<file path="config.mk">
export PLATFORM = sky130hd
export DESIGN_NAME = fc_argmax10
export DESIGN_NICKNAME = d
export VERILOG_FILES = /design/src/rtl/fc_argmax10.sv
export SDC_FILE = /design/constraint.sdc
export NUM_CORES = 1
export LEC_CHECK = 0
export ABC_AREA = 1
export ABC_CLOCK_PERIOD_IN_PS = 2800
export CORE_UTILIZATION = 45
export CTS_CLUSTER_SIZE = 14
export DETAILED_ROUTE_END_ITERATION = 10
export GPL_ROUTABILITY_DRIVEN = 0
export PLACE_DENSITY = 0.81
export SYNTH_ARGS = -nofsm -noshare
export SYNTH_HDL_FRONTEND = slang
export SYNTH_SLANG_ARGS = --single-unit
</file>
<file path="constraint.sdc">
create_clock -name clk -period 2.8 [get_ports clk]
set_input_delay 0.28 -clock clk [delete_from_list [all_inputs] [get_ports clk]]
set_output_delay 0.28 -clock clk [all_outputs]
set_load 0.02 [all_outputs]
</file>
<file path="src/rtl/fc_argmax10.sv">
// fc_argmax10 - final argmax over the ten Float8 class scores of the last
// fully-connected layer. One score comparison per cycle. Latency from the
// accepted start edge to done is 10 cycles when ena is held high.
//
// Ports:
//   clk     - clock, rising edge
//   iRst_n  - asynchronous active-low reset
//   ena     - clock enable; low holds every flop, including the scan position
//   start   - single-cycle request, honoured only in IDLE or DONE
//   scores  - packed scores, class k at scores[8k+7:8k] (sign/magnitude Float8)
//   pred    - index of the winning class (valid while done)
//   best    - Float8 value of the winning score (valid while done)
//   busy    - high in LOAD and SCAN
//   done    - high in DONE
//
// Build option: FC_ARGMAX_RELU_EN clamps every negative score to 0x00 at LOAD.
//
//  state | meaning
//  IDLE  | after reset, waiting for start
//  LOAD  | snapshot scores, seed best/pred with class 0
//  SCAN  | compare class idx against best, one class per cycle
//  DONE  | results held, start re-enters LOAD
module fc_argmax10 #(
   parameter int N_CLASS = 10,
   parameter int IDX_W   = 4
) (
   input  logic                   clk,
   input  logic                   iRst_n,
   input  logic                   ena,
   input  logic                   start,
   input  logic [8*N_CLASS-1:0]   scores,
   output logic [IDX_W-1:0]       pred,
   output logic [7:0]             best,
   output logic                   busy,
   output logic                   done
);

   localparam logic [1:0] S_IDLE = 2'd0;
   localparam logic [1:0] S_LOAD = 2'd1;
   localparam logic [1:0] S_SCAN = 2'd2;
   localparam logic [1:0] S_DONE = 2'd3;

   logic [1:0]       state_q, state_d;
   logic [IDX_W-1:0] idx_q,   idx_d;
   logic [IDX_W-1:0] pred_q,  pred_d;
   logic [7:0]       best_q,  best_d;
   logic             busy_q,  busy_d;
   logic             done_q,  done_d;
   logic [7:0]       score_q [N_CLASS];
   logic [7:0]       score_d [N_CLASS];
   logic [7:0]       cur_score;

   function automatic logic [7:0] clamp_score(input logic [7:0] v);
`ifdef FC_ARGMAX_RELU_EN
      return v[7] ? 8'h00 : v;
`else
      return v;
`endif
   endfunction

   // Maps sign/magnitude onto an unsigned order: positives above negatives,
   // negative magnitudes inverted, and -0 folded onto +0 so they tie.
   function automatic logic [7:0] order_key(input logic [7:0] v);
      logic [7:0] n;
      n = (v == 8'h80) ? 8'h00 : v;
      return n[7] ? {1'b0, ~n[6:0]} : {1'b1, n[6:0]};
   endfunction

   always_comb begin
      state_d   = state_q;
      idx_d     = idx_q;
      pred_d    = pred_q;
      best_d    = best_q;
      busy_d    = busy_q;
      done_d    = done_q;
      score_d   = score_q;
      cur_score = score_q[idx_q];
      if (ena) begin
         case (state_q)
            S_IDLE, S_DONE: begin
               if (start) begin
                  state_d = S_LOAD;
                  busy_d  = 1'b1;
                  done_d  = 1'b0;
               end
            end
            S_LOAD: begin
               for (int k = 0; k < N_CLASS; k++) begin
                  score_d[k] = clamp_score(scores[8*k +: 8]);
               end
               best_d  = clamp_score(scores[7:0]);
               pred_d  = '0;
               idx_d   = IDX_W'(1);
               state_d = S_SCAN;
            end
            S_SCAN: begin
               // strict compare: on a tie the earlier class keeps the win
               if (order_key(cur_score) > order_key(best_q)) begin
                  best_d = cur_score;
                  pred_d = idx_q;
               end
               if (idx_q == IDX_W'(N_CLASS - 1)) begin
                  state_d = S_DONE;
                  busy_d  = 1'b0;
                  done_d  = 1'b1;
                  idx_d   = '0;
               end else begin
                  idx_d = idx_q + 1'b1;
               end
            end
            default: state_d = S_IDLE;
         endcase
      end
   end

   always_ff @(posedge clk or negedge iRst_n) begin
      if (!iRst_n) begin
         state_q <= S_IDLE;
         idx_q   <= '0;
         pred_q  <= '0;
         best_q  <= 8'h00;
         busy_q  <= 1'b0;
         done_q  <= 1'b0;
         for (int k = 0; k < N_CLASS; k++) begin
            score_q[k] <= 8'h00;
         end
      end else begin
         state_q <= state_d;
         idx_q   <= idx_d;
         pred_q  <= pred_d;
         best_q  <= best_d;
         busy_q  <= busy_d;
         done_q  <= done_d;
         score_q <= score_d;
      end
   end

   assign pred = pred_q;
   assign best = best_q;
   assign busy = busy_q;
   assign done = done_q;

endmodule

</file>
# Word level (Yosys, flattened, before mapping)
# Index checks and enable logic that the tools add are counted.
# op_classes
n_addsub,1
n_lt_le_gt_ge,2
eq_ne,9
mux,22
n_bitwise,3
n_reduce_logical,9
# ops
operator,n
$mux 8,7
$bmux 8 s4,1
$eq 8x8->1 const B,2
$pmux 4 s2,2
$pmux 8 s2,1
$not 7->7,2
$gt 8x8->1,1
$mux 4,2
$ne 2x2->1 const B,3
$pmux 2 s3,1
$reduce_and 3->1,2
$ge 5x5->1 const B,1
$not 4->5,1
$add 4x1->4 const B,1
$eq 2x2->1 const B,2
$eq 4x4->1 const B,1
$mux 1,4
$mux 2,2
$pmux 1 s2,2
$reduce_and 2->1,2
$reduce_and 4->1,1
$reduce_bool 2->1,2
$eq 2x1->1 const B,1
$logic_not 2->1,1
$reduce_or 2->1,1
# totals
reg_bits,100
inputBits,84
out_inout_bits,14

# Depth between registers and ports, before layout
# Gate-level depths: netlist of run 1.
# logic_depth
depth_word,11
ltp_mapped,24
mapped_depth_nobuf,21

# Worst setup path after synthesis of run 1
# No wires, ideal clock.
# synth_timing
path_type,reg2reg
startpoint,register idx_q[0]
endpoint,"register best_q[0], in the netlist best[0]"
setup_ns,0.130
arrival_time_ns,2.663
setup_slack_ns,0.007
path_stages_with_launch,23
synth_period_minus_slack_ns,2.793
cell_sequence,dfrtp_1 > buf_6 > inv_4 > buf_6 > nand2_1 > nand3_1 > nand3_1 > nand3_1 > nand2_1 > inv_1 > nand2_1 > nor2_2 > nand2_2 > nand3_1 > nand2_1 > ha_1 > a21oi_1 > o21ai_0 > a21oi_1 > o21ai_0 > o211ai_1 > clkbuf_1 > o21ai_0
# synth_between
elab_chain_cells,11
# synth_rtl
item,line,text
"start, declared",44,"logic [IDX_W-1:0] idx_q, idx_d;"
"start signal, assigned",129,idx_q <= idx_d;
$not 4->5 (not written as such) *,77,cur_score = score_q[idx_q];
$bmux 8 s4 *,77,
$mux 8 (not written as such) * (2 in series),77,
$eq 8x8->1,65,n = (v == 8'h80) ? 8'h00 : v;
$mux 8,65,
$not 7->7,66,"return n[7] ? {1'b0, ~n[6:0]} : {1'b1, n[6:0]};"
$mux 8,66,
$gt 8x8->1,98,if (order_key(cur_score) > order_key(best_q)) begin
$ne 2x2->1 (no source line),n/a,
$reduce_and 3->1 (no source line),n/a,
"end signal, assigned",131,best_q <= best_d;
"end, declared",46,"logic [7:0] best_q, best_d;"
# Every way passes the cells marked *; elsewhere a longest branch is shown, timed or not. The select of a mux whose other input is x is not followed.
# A chain may end at the register's enable or synchronous reset.

# Worst setup path after layout of run 1
# layout_timing
startpoint,register idx_q[0]
endpoint,"register best_q[5], in the netlist best[5]"
# The elaborated chain is that of the path after synthesis.

==> out/results.ini, run 1 <==
[clocking]
cts_tree=done
clk_pin_slew_ns=0.07
cts_sinks=100
ctsHtreeMaxLevel=3
numCtsBuffers=9
holdBufCountCts=0
clk_path_buf_depth=2
insertion_delay_ns=0.36
cts_root_buf=clkbuf_16

[yosys]
synth-seq-cells=100
synth_top_area_share=0.479
seq_area_frac_synth=0.479
syn_area_per_cell_um2=8.18
syn_inst=639
ys_top_cells_by_area=dfrtp_1 (48%), nand2_1 (9.8%), mux2_2 (7.1%), nor2_1 (6.7%), a21oi_1 (5.3%)
synthesis.nets=735
synth_top_area_cell=dfrtp_1
synth_cell_type_count=30
yosysWarnings=0
synth_area_mm2=0.00523

[routing]
vias_per_cell=5.35
dr.pass1.iters=5
routed_wirelength_um=14500
routedWlPerCell_um=16.1
drc=0
final_antenna_net_count=0
via_count=4818
dr.first_iter.drc_count=473

[floorplanning]
rows=38
io_pins=98
fp.dieW_um=110
dieArea_mm2=0.0121
die_h_um=110
core-area_mm2=0.0111
start_util=0.472

[cells_and_area]
mostFrequentLayoutCells=nand2_1 (117), dfrtp_1 (99), clkdlybuf4s50_1 (96)
drive_gt1_frac=0.203
final_common_cell=nand2_1
finalNonFillerCells=900
area_growth_pct=36.9
diodes=0
final_util=0.646
finalNetCount=851

[global_route]
grt_max_degree=68
antenna_found_initial=0
grtUsageTotal=0.233
grt_pass1_vias=4639
gr-total-overflow=0
grt_pass1_wl_um=21400

[placement]
placed_cells=871
hpwlAfterDp_um=9600
io_buffers=97
dp_slack_ns=-0.172

[sta]
setup_slack_ns=-0.557
final.min_clock_period_ns=3.36
rsz0062_at_grt=yes
slew-limit-headroom=0.416
holdWs_ns=0.00962
fin_crit_sh=1.20
slew_violations=0
hold_viol_final=0
setup_viol=12
worst_pin_slew_ns=0.876
timing.fmax_mhz=298
clock_skew_ns=0.00973

[setup_path]
arrival_ns=3.64
cp-end-kind=register
start_kind=register
criticalPathCategory=register to register
worst_ep_required_time_ns=3.08
worstPathMaxFanout=7

[power_and_ir_drop]
p_leak_nw=3.39
total_power_w=0.00894
p_per_area_mw_per_mm2=1250
ir_worst_vdd_v=0.000678

[run]
drv_cap=0

[status]
status=finished with violations
failed_checks=negative setup slack

[min_path]
hold_class=primary input to asynchronous set/reset pin

==> metrics by stage <==
stage | cell area [um^2] | TNS, ns
floorplan | 5230 | 0
CTS | 6730 | -1.95
detailed placement | 6460 | -1.88
global placement | 6460 | -0.0233
finish | 7160 | -6.35
global route | 7160 | -8.89
==> metal layers <==
layer | vias to the layer above | GRT usage | routed length (um)
li1 | 2278 | - | -
met1 | 2241 | 0.295 | 6070
met4 | 0 | 0.118 | 557
met3 | 50 | 0.0338 | 975
met5 | - | 0 | 0
met2 | 249 | 0.388 | 6920
==> path summary, 6_finish.rpt <==
kind / slack, ns / end / depth (start not counted) / from
worst max-delay path: -0.56 / best[5] / 21 / idx_q[0]
worst max register to register: -0.56 / best[5] / 21 / idx_q[0]
worst min-delay path: 0.01 / score_q[46] / 1 / iRst_n
worst min register to register: 0.51 / score_q[77] / 2 / score_q[77]
max in group asynchronous: 2.07 / score_q[49] / 2 / iRst_n
min in group clk: 0.50 / score_q[51] / 3 / scores[27]
==> logic make-up after synthesis <==
group	count (synthesis)	share of synthesized area
AO/OA/AOI/OAI	100	0.101
XOR/XNOR	6	0.0101
adder cells (fa/ha/maj)	12	0.0287
buffers and inverters	102	0.0861
flip-flops	100	0.479
multiplexers	33	0.0711
AND/OR/NAND/NOR	286	0.224
==> synthesized netlist by cell type <==
library cell and n:
inv_2 3, o21ai_1 5, a31oi_2 1, a2bb2oi_1 1, xnor2_1 3, clkinv_1 1
nor3_4 1, inv_4 1, xor2_1 3, o211ai_1 3, ha_1 12, nand3_1 46
clkbuf_1 17, inv_1 66, nand2_2 7, dfrtp_1 100, mux2_2 33, a21oi_1 55
o21ai_0 30, nor4_1 1, buf_4 4, buf_6 6, o22ai_1 3, nor2_2 1
a22oi_1 1, nand2_1 136, nor2_1 93, nor3_2 1, o21ai_2 1, buf_2 4
==> flip-flops by register name, indices dropped and copies added, names as in the netlist <==
signal   count
busy         1
pred         4
idx_q        4
state_q      2
best         8
score_q     80
done         1
==> cell type report <==
cell class	instances	area, um^2
flip-flops and latches	100	2510
clock inverters	6	41.3
repair buffers	136	1410
fillers	855	3920
well taps	140	175
inverters	71	274
clock buffers	10	229
multi-input cells	437	2520
==> power breakdown <==
group          internal (W)  total, W  switching [W]
Clock              0.000601   0.00117       0.000566
Sequential          0.00212   0.00252       0.000403
Combinational       0.00233   0.00525        0.00292
Total               0.00505   0.00894        0.00389
==> critical path: stages, from the launching register on <==
cell and delay, ns:
dfrtp_4 0.56, buf_4 0.18, nor2_1 0.16, nor2_1 0.07, nand2_1 0.06, nand3_1 0.12
nand3_2 0.16, nand2_4 0.08, nor3_4 0.22, nand2_4 0.13, nand3_2 0.08, nand2_1 0.05
ha_1 0.32, nand2_2 0.08, nor2_2 0.13, nand3_1 0.09, nor2_1 0.11, o21ai_1 0.07
o211ai_1 0.22, buf_2 0.25, nand2_1 0.06, o21ai_0 0.07
==> what timing repair did <==
action,CTS,global route
resized for setup,1,85
pin swaps,0,37
endpoints found under the setup margin,12,12
buffers inserted,0,6
gates cloned,0,7
Power figures use the tool's default switching activity.
==> inputs of run 2 (changes only) <==
--- a/config.mk
+++ b/config.mk
@@ -11,7 +11,7 @@
 export CTS_CLUSTER_SIZE = 14
 export DETAILED_ROUTE_END_ITERATION = 10
 export GPL_ROUTABILITY_DRIVEN = 0
-export PLACE_DENSITY = 0.81
+export PLACE_DENSITY_LB_ADDON = 0.2
 export SYNTH_ARGS = -nofsm -noshare
 export SYNTH_HDL_FRONTEND = slang
 export SYNTH_SLANG_ARGS = --single-unit
==> out/results.ini, run 2 (synthesis gave the netlist of run 1 again) <==
[power_and_ir_drop]
p_sw_frac=0.415  ; was 0.435
p_per_area_mw_per_mm2=1250  ; about the same
seqPwrFrac=0.278  ; was 0.282
p_leak_nw=3.45  ; was 3.39 nW
p_int_w=0.00526  ; was 0.00505 W
p_sw_w=0.00373  ; was 0.00389 W
pwr-share-clk=0.146  ; was 0.131
ir_worst_vdd_v=0.000719  ; was 0.000678 V
pwr-share-comb=0.577  ; was 0.587

[sta]
hold_viol_final=0  ; unchanged
worst_pin_slew_ns=0.820  ; was 0.876 ns
fin_crit_sh=1.15  ; was 1.20
holdWs_ns=0.0149  ; was 0.00962 ns
slew-limit-headroom=0.453  ; was 0.416
setup_slack_ns=-0.409  ; was -0.557 ns
clock_skew_ns=0.00630  ; was 0.00973 ns
slew_violations=0  ; unchanged
rsz0062_at_grt=yes  ; unchanged
setup_viol=12  ; unchanged
final.min_clock_period_ns=3.21  ; was 3.36 ns
timing.fmax_mhz=312  ; was 298 MHz

[min_path]
hold_class=primary input to asynchronous set/reset pin  ; unchanged

[clocking]
ctsHtreeMaxLevel=3  ; unchanged
numCtsBuffers=9  ; unchanged
insertion_delay_ns=0.34  ; was 0.36 ns
clk_pin_slew_ns=0.07  ; about the same
cts_root_buf=clkbuf_16  ; unchanged
clk_path_buf_depth=2  ; unchanged
cts_sinks=100  ; unchanged
cts_tree=done  ; unchanged

[cells_and_area]
regMostFlops=score_q  ; unchanged
finalNetCount=861  ; was 851
mostFrequentLayoutCells=nand2_1 (127), dfrtp_1 (99), clkdlybuf4s50_1 (96)  ; was nand2_1 (117), dfrtp_1 (99), clkdlybuf4s50_1 (96)
largest_reg_flops=80  ; unchanged
final_common_cell=nand2_1  ; unchanged
drive_gt1_frac=0.192  ; was 0.203
area_growth_pct=37.9  ; was 36.9%
diodes=0  ; unchanged

[routing]
routed_wirelength_um=13400  ; was 14500 um
final_antenna_net_count=0  ; unchanged
dr.pass1.iters=5  ; unchanged
vias_per_cell=5.12  ; was 5.35
drc=0  ; unchanged
routedWlPerCell_um=14.8  ; was 16.1 um
dr.first_iter.drc_count=330  ; was 473
via_count=4651  ; was 4818

[setup_path]
criticalPathCategory=register to register  ; unchanged
worstPathMaxFanout=7  ; unchanged
worst_ep_required_time_ns=3.06  ; was 3.08 ns
start_kind=register  ; unchanged
reg2reg_setup_slack_ns=-0.41  ; was -0.56 ns
arrival_ns=3.47  ; was 3.64 ns
cp-end-kind=register  ; unchanged

[floorplanning]
core-area_mm2=0.0111  ; unchanged
rows=38  ; unchanged
fp.dieW_um=110  ; unchanged
io_pins=98  ; unchanged
dieArea_mm2=0.0121  ; unchanged
die_h_um=110  ; unchanged
start_util=0.472  ; unchanged

[placement]
hpwlAfterDp_um=9270  ; was 9600 um
io_buffers=97  ; unchanged
dp_slack_ns=-0.162  ; was -0.172 ns

[global_route]
grt_pass1_wl_um=20800  ; was 21400 um
grt_pass1_vias=4343  ; was 4639
gr-total-overflow=0  ; unchanged
grt_max_degree=66  ; was 68
antenna_found_initial=0  ; unchanged
grtUsageTotal=0.224  ; was 0.233

[status]
failed_checks=negative setup slack  ; unchanged
status=finished with violations  ; unchanged

[run]
drv_cap=0  ; unchanged

[run 2: area by class of cell]
type | instances | area (um^2)
clock buffer | 10 | 229
clock inverter | 5 | 77.6
fill | 878 | 3870
inverter | 71 | 272
multi-input combinational | 437 | 2490
sequential | 100 | 2510
tap | 140 | 175
timing repair buffer | 146 | 1460
[run 2: power by group through the flow]
stage	registers [W]	clock network (W)	logic [W]
after floorplan	0.00248	0	0.00275
after global placement	0.00247	0	0.00396
after detailed placement	0.00249	0	0.00409
after CTS	0.00247	0.00133	0.00421
after global routing	0.00256	0.00140	0.00577
final	0.00250	0.00131	0.00519
[run 2: path summary, 6_finish.rpt]
path	startpoint	end	depth (start not counted)
worst max-delay path	idx_q[0]	best[5]	22
worst min-delay path	iRst_n	score_q[46]	1
worst max register to register	idx_q[0]	best[5]	22
worst min register to register	pred[1]	pred[1]	2
max in group asynchronous	iRst_n	score_q[54]	2
min in group clk	pred[1]	pred[1]	2
[run 2: timing repair]
action	in CTS	in global routing
pin swaps	1	12
setup endpoints to repair	12	12
cloned	0	4
gates resized for setup	9	54
setup buffers	5	12
hold buffers	0	0
[run 2: per-stage QoR]
step	total power (W)	cell area, um^2	setup TNS [ns]	utilization	cells
after floorplan	0.00523	5230	0	-	639
after global placement	0.00643	6470	-0.753	0.584	873
after detailed placement	0.00658	6470	-1.72	0.584	873
after CTS	0.00802	6840	-1.29	0.617	893
after global routing	0.00972	7210	-6.99	0.651	909
final	0.00899	7210	-4.39	0.651	909
[run 2: critical path, cell delays in order, from the launching register on]
cell	delay (ns)
dfrtp_4	0.57
buf_12	0.17
buf_8	0.13
nor2_4	0.09
nor2_1	0.04
o21ai_1	0.08
nand3_1	0.10
nand3_2	0.09
nand2_4	0.07
nor3_4	0.21
nand2_4	0.13
nand3_2	0.10
nand2_2	0.08
ha_4	0.28
nand2_4	0.06
nor2_4	0.11
nand3_1	0.08
nor2_1	0.11
o21ai_1	0.09
o211ai_1	0.15
buf_2	0.23
nand2_1	0.07
o21ai_0	0.07
[run 2: per-layer routing]
metal,GRT usage,up-vias,part of all wire
met5,0,-,0
met4,0.0790,0,0.015
met3,0.0350,18,0.061
met2,0.337,164,0.46
met1,0.327,2179,0.46
li1,-,2290,-
